<file path="config.mk">
export PLATFORM = sky130hd
export DESIGN_NAME = aes_word_loader
export DESIGN_NICKNAME = d
export VERILOG_FILES = /design/src/rtl/aes_word_loader.sv
export SDC_FILE = /design/constraint.sdc
export NUM_CORES = 1
export LEC_CHECK = 0
export BUFFER_PORTS_ARGS = -buffer_cell sky130_fd_sc_hd__buf_2
export CORE_AREA = 2 2 217 219
export DETAILED_ROUTE_END_ITERATION = 8
export DIE_AREA = 0 0 219 221
export GPL_TIMING_DRIVEN = 0
export PLACE_DENSITY_LB_ADDON = 0.15
export SLEW_MARGIN = 10
export SYNTH_ARGS = -nofsm -noshare
export SYNTH_HDL_FRONTEND = slang
export SYNTH_SLANG_ARGS = --single-unit
export TNS_END_PERCENT = 5
</file>
<file path="constraint.sdc">
create_clock -name clk -period 2.07 [get_ports clk]
set_input_delay 0 -clock clk [delete_from_list [all_inputs] [get_ports clk]]
set_output_delay 0 -clock clk [all_outputs]
set_load 0.05 [all_outputs]
</file>
<file path="src/rtl/aes_word_loader.sv">
// aes_word_loader
//   Front end for a combinational AES-128 encryption core. Collects 32-bit
//   words from a valid/ready stream and assembles the 128-bit key and
//   plaintext. Both are held on the core inputs for SETTLE_CYCLES clocks.
//   The core's ciphertext is then registered and offered downstream over a
//   second valid/ready handshake.
//
//   Optional feature macro: AES_KEY_CACHE_EN
//     defined   : in_key_load (sampled on a frame's first word) selects a
//                 key+data frame (8 words) or a data-only frame (4 words).
//                 The key persists across frames until it is reloaded.
//     undefined : in_key_load is ignored; every frame is 4 key words
//                 followed by 4 data words.
//
//   Ports
//     clk, rst_n   : clock, asynchronous active-low reset
//     in_valid     : upstream word valid
//     in_ready     : loader accepts a word this cycle (registered)
//     in_data      : input word; first word of a group maps to [127:96]
//     in_key_load  : first word of the frame begins a key load
//     core_key     : key register driven to the core
//     core_data    : plaintext register driven to the core
//     core_result  : ciphertext from the core (combinational)
//     out_valid    : ciphertext available
//     out_ready    : downstream accepts the ciphertext
//     out_data     : registered ciphertext
//
//   Parameter
//     SETTLE_CYCLES : cycles the core inputs are held before capture (1..15)

module aes_word_loader #(
  parameter int unsigned SETTLE_CYCLES = 4
) (
  input  logic         clk,
  input  logic         rst_n,
  input  logic         in_valid,
  output logic         in_ready,
  input  logic [31:0]  in_data,
  input  logic         in_key_load,
  output logic [127:0] core_key,
  output logic [127:0] core_data,
  input  logic [127:0] core_result,
  output logic         out_valid,
  input  logic         out_ready,
  output logic [127:0] out_data
);

  typedef enum logic [1:0] {
    LOAD_KEY,
    LOAD_DATA,
    SETTLE,
    OUTPUT
  } state_e;

  localparam logic [3:0] SETTLE_INIT = 4'(SETTLE_CYCLES - 1);

  state_e         state_q, state_d;
  logic           frame_start_q, frame_start_d;
  logic [1:0]     word_cnt_q, word_cnt_d;
  logic [3:0]     settle_cnt_q, settle_cnt_d;
  logic [127:0]   key_q, key_d;
  logic [127:0]   data_q, data_d;
  logic [127:0]   out_data_q, out_data_d;
  logic           in_ready_q, in_ready_d;

  logic           key_load;
  logic           accept;
  logic           first_is_key;

`ifdef AES_KEY_CACHE_EN
  assign key_load = in_key_load;
`else
  logic unused_key_load;
  assign unused_key_load = in_key_load;
  assign key_load        = 1'b1;
`endif

  assign accept       = in_valid && in_ready_q;
  assign first_is_key = frame_start_q && key_load;

  // Writes one 32-bit word into the slice selected by idx (0 = MSW).
  function automatic logic [127:0] put_word(input logic [127:0] v,
                                            input logic [1:0]   idx,
                                            input logic [31:0]  w);
    logic [127:0] r;
    r = v;
    case (idx)
      2'd0:    r[127:96] = w;
      2'd1:    r[95:64]  = w;
      2'd2:    r[63:32]  = w;
      default: r[31:0]   = w;
    endcase
    return r;
  endfunction

  // State register
  always_ff @(posedge clk or negedge rst_n) begin
    if (!rst_n) begin
      state_q <= LOAD_DATA;
    end else begin
      state_q <= state_d;
    end
  end

  // Next-state logic
  always_comb begin
    state_d = state_q;
    case (state_q)
      LOAD_DATA: begin
        if (accept) begin
          if (first_is_key) begin
            state_d = LOAD_KEY;
          end else if (word_cnt_q == 2'd3) begin
            state_d = SETTLE;
          end
        end
      end
      LOAD_KEY: begin
        if (accept && word_cnt_q == 2'd3) begin
          state_d = LOAD_DATA;
        end
      end
      SETTLE: begin
        if (settle_cnt_q == '0) begin
          state_d = OUTPUT;
        end
      end
      OUTPUT: begin
        if (out_ready) begin
          state_d = LOAD_DATA;
        end
      end
      default: state_d = LOAD_DATA;
    endcase
  end

  // Output logic
  always_comb begin
    out_valid = (state_q == OUTPUT);
    in_ready  = in_ready_q;
    core_key  = key_q;
    core_data = data_q;
    out_data  = out_data_q;
  end

  // Datapath next-state
  always_comb begin
    frame_start_d = frame_start_q;
    word_cnt_d    = word_cnt_q;
    settle_cnt_d  = settle_cnt_q;
    key_d         = key_q;
    data_d        = data_q;
    out_data_d    = out_data_q;
    // in_ready is registered, so it follows the state being entered; after
    // reset this makes it rise on the first edge rather than immediately.
    in_ready_d    = (state_d == LOAD_KEY) || (state_d == LOAD_DATA);

    case (state_q)
      LOAD_DATA: begin
        if (accept) begin
          frame_start_d = 1'b0;
          if (first_is_key) begin
            key_d      = put_word(key_q, 2'd0, in_data);
            word_cnt_d = 2'd1;
          end else begin
            data_d     = put_word(data_q, word_cnt_q, in_data);
            word_cnt_d = word_cnt_q + 2'd1;
            if (word_cnt_q == 2'd3) begin
              settle_cnt_d = SETTLE_INIT;
            end
          end
        end
      end
      LOAD_KEY: begin
        if (accept) begin
          key_d      = put_word(key_q, word_cnt_q, in_data);
          word_cnt_d = word_cnt_q + 2'd1;
        end
      end
      SETTLE: begin
        if (settle_cnt_q == '0) begin
          out_data_d = core_result;
        end else begin
          settle_cnt_d = settle_cnt_q - 4'd1;
        end
      end
      OUTPUT: begin
        if (out_ready) begin
          frame_start_d = 1'b1;
          word_cnt_d    = '0;
        end
      end
      default: ;
    endcase
  end

  // Datapath registers
  always_ff @(posedge clk or negedge rst_n) begin
    if (!rst_n) begin
      frame_start_q <= 1'b1;
      word_cnt_q    <= '0;
      settle_cnt_q  <= '0;
      key_q         <= '0;
      data_q        <= '0;
      out_data_q    <= '0;
      in_ready_q    <= 1'b0;
    end else begin
      frame_start_q <= frame_start_d;
      word_cnt_q    <= word_cnt_d;
      settle_cnt_q  <= settle_cnt_d;
      key_q         <= key_d;
      data_q        <= data_d;
      out_data_q    <= out_data_d;
      in_ready_q    <= in_ready_d;
    end
  end

endmodule

</file>
==> results.yml <==
logic_synthesis:
  synthFlopType: "dfrtp_1"
  synth_cell_types: 45
  avgSynthCellArea_sq_um: 13.0
  seq_area_frac_synth: 0.646
  synth_seq_cells: 394
  yosysWarnings: 0
  synthArstFlopShare: 1.00
  netlist_area_sq_um: 15300
  synth-edff-count: 0
  netlist_instances: 1173
  syn_nets: 1349
critical_path:
  crit_type: "reg2reg"
  cpMostUsedCell: "buf_4"
  cp-start-kind: "register"
  cp.required_ns: 2.51
  crit_fanout: 10
  worstSetupEndpointType: "register"
  path_cells: "inv_1 -> ha_1 -> buf_4 -> mux2i_1 -> nor3_4 -> buf_4 -> buf_12 -> mux2_2"
  slowest_delay_ns: 0.56
  cp_slowest_cell: "dfstp_2"
  worstPathArrival_ns: 2.52
die:
  rows: 79
  initial_core_util: 0.332
  boundaryPins: 551
  fp.dieH_um: 221
  die_x_um: 219
  die-area_sq_um: 48400
  design.core.area_sq_um: 46100
grt:
  grt_first_pass_wirelength_um: 74100
  grt_pass1_vias: 12200
  antenna_found_initial: 2
  grt.total_usage: 0.199
  grt_max_degree: 106
  overflow: 0
sta:
  fin_skew_ns: 0.0145
  finalHoldViolations: 0
  rsz0062_at_grt: "true"
  layout_setup_ws_ns: -0.00767
  tightest_slew_ns: 0.594
  period_share: 1.00
  drv_slew: 0
  fin_crit_ns: 2.08
  max_freq_mhz: 481
  setup_tns_ns: -0.00767
  setup_viol: 1
  max_slew_margin: 0.604
clocking:
  clkSinkCount: 394
  clkLatencyLatePin_ns: 0.56
  cts_buffers: 44
  cts_buffer_depth: 3
  clkTransAtPathRegs_ns: 0.06
  cts_tree: "yes"
  htree_num_levels: 2
  cts_root_buf: "clkbuf_16"
power_and_ir_drop:
  swShare: 0.477
  pwr-share-comb: 0.468
  power.leakage_uw: 0.0123
  internal_power_uw: 19600
  power_switching_uw: 17900
  p_seq_frac: 0.317
  power_density_nw_per_um2: 1680
  vdd.ir_drop.worst_uv: 1190
  clockPowerShare: 0.215
drt:
  vias_per_cell: 4.52
  wl_per_cell_um: 18.8
  dr.pass1.iters: 4
  drt-initial-drc-count: 452
  drc: 0
  vias: 11700
  finalWirelength_um: 48700
  route.antenna.remaining_nets: 0
layout:
  layout.cells.non_filler: 2589
  utilization: 0.483
  area_delta_synth_final_pct: 45.6
  nNetsFinal: 2121
  design_area_sq_um: 22200
  drive_gt1_frac: 0.475
  fillers: 4244
outcome:
  violations: "setup timing"
  status: "finished, violations left"
hold_path:
  hold_path_class: "in2reg"
placement:
  gp_congestion: 0.814
  hpwlAfterDp_um: 35000
  placed_area_sq_um: 18900
  place_ws_ns: -0.205
  portBuffers: 548
  dp_cells: 2332
job:
  maxCapViolCount: 0
[final cells by class]
type | count | area, sq um | area share
Antenna cell | 2 | 5.00 | 0.000225
Buffer | 58 | 448 | 0.0201
Clock buffer | 71 | 1390 | 0.0627
Clock inverter | 10 | 113 | 0.00506
Inverter | 7 | 26.3 | 0.00118
Multi-Input combinational cell | 714 | 5040 | 0.227
Sequential cell | 394 | 9860 | 0.444
Tap cell | 607 | 759 | 0.0342
Timing Repair Buffer | 726 | 4590 | 0.206
[cell families after synthesis]
group                    Yosys count  share of synthesized area
adder cells (fa/ha/maj)           11                    0.00901
flip-flops                       394                      0.646
AND/OR/NAND/NOR                  421                      0.110
AO/OA/AOI/OAI                     23                     0.0111
multiplexers                     259                      0.198
buffers and inverters             65                     0.0260
[final timing paths]
| path | end | slack (ns) | cells after the start | start |
|---|---|---|---|---|
| setup / recovery | core_key[110] | -0.008 | 8 | register |
| hold / removal | out_data[77] | 0.16 | 4 | core_result[77] |
| setup reg to reg | core_key[110] | -0.008 | 8 | register |
| hold reg to reg | out_data[90] | 0.47 | 2 | out_data[90] |
| max in group asynchronous | out_data[61] | 0.29 | 5 | rst_n |
| min in group asynchronous | core_data[102] | 0.49 | 3 | rst_n |
[flip-flops by register name, indices dropped and copies added (netlist names), named ones only]
name / cells
out_data: 128
core_data: 128
in_ready: 1
settle_cnt_q: 4
word_cnt_q: 2
state_q: 1
core_key: 128
first_is_key: 1
[per-layer routing]
metal | GRT usage | part of all wire | vias up
li1 | - | - | 5434
met1 | 0.243 | 0.41 | 5838
met2 | 0.335 | 0.49 | 376
met3 | 0.0625 | 0.076 | 66
met4 | 0.0575 | 0.026 | 0
met5 | 0 | 0 | -
[through the flow]
stage,power [uW],hold WS (ns)
floorplan,24600,-0.296
global placement,29100,0.191
detailed placement,29300,-0.00684
CTS,37800,0.120
global route,39300,0.146
finish,37400,0.160
[power groups by stage]
stage	sequential (uW)	clock, uW	combinational, uW
6_report	11900	8050	17500
5_1_grt	12200	8660	18400
4_1_cts	11900	8290	17600
3_5_place_dp	11900	0	17300
3_3_place_gp	11900	0	17200
2_1_floorplan	21100	0	3440
[cells in the final DEF, fill, tap and decap left out, drive strengths merged, types with 2 or more instances in the layout]
cell type / n
nand3: 5
clkinvlp: 2
nor2b: 2
a31o: 2
mux2: 257
bufinv: 2
a21oi: 2
nand2b: 3
and2: 2
dlygate4sd3: 164
clkbuf: 84
clkinv: 4
dfrtp: 392
mux2i: 2
and3: 2
nand2: 389
diode: 2
a31oi: 2
a2111oi: 2
nor3: 2
or3: 2
ha: 11
dfstp: 2
o22a: 2
buf: 607
a211o: 2
inv: 9
o21ai: 4
a21o: 2
nor2: 7
[repair_timing]
action,CTS,global route
hold buffers,164,0
resized for setup,13,27
setup buffers,3,7
setup endpoints to repair,197,376
pin swaps,1,4
endpoints found under the hold margin,621,0
[synthesized netlist by cell type (3+ instances only)]
library cell  number  area share
buf_2             14      0.0046
buf_4             24       0.012
buf_6              6      0.0044
clkbuf_1          14      0.0034
dfrtp_1          392        0.64
ha_1              11      0.0090
inv_1              7      0.0017
mux2_1            12      0.0088
mux2_2           215        0.16
mux2_4            30       0.029
nand2_1          389       0.096
nand2b_1           3      0.0012
nand3_1            4      0.0013
nor2_2             5      0.0020
o21ai_0            4      0.0013
[worst max-delay path: cells and delay by family (launching register included)]
family,cells,cell delay (ns)
simple gates,1,0.17
buf+inv,4,0.55
fa+ha+maj,1,0.19
flops,1,0.56
mux,2,0.49
No activity file was read; power rests on OpenSTA's default activity.
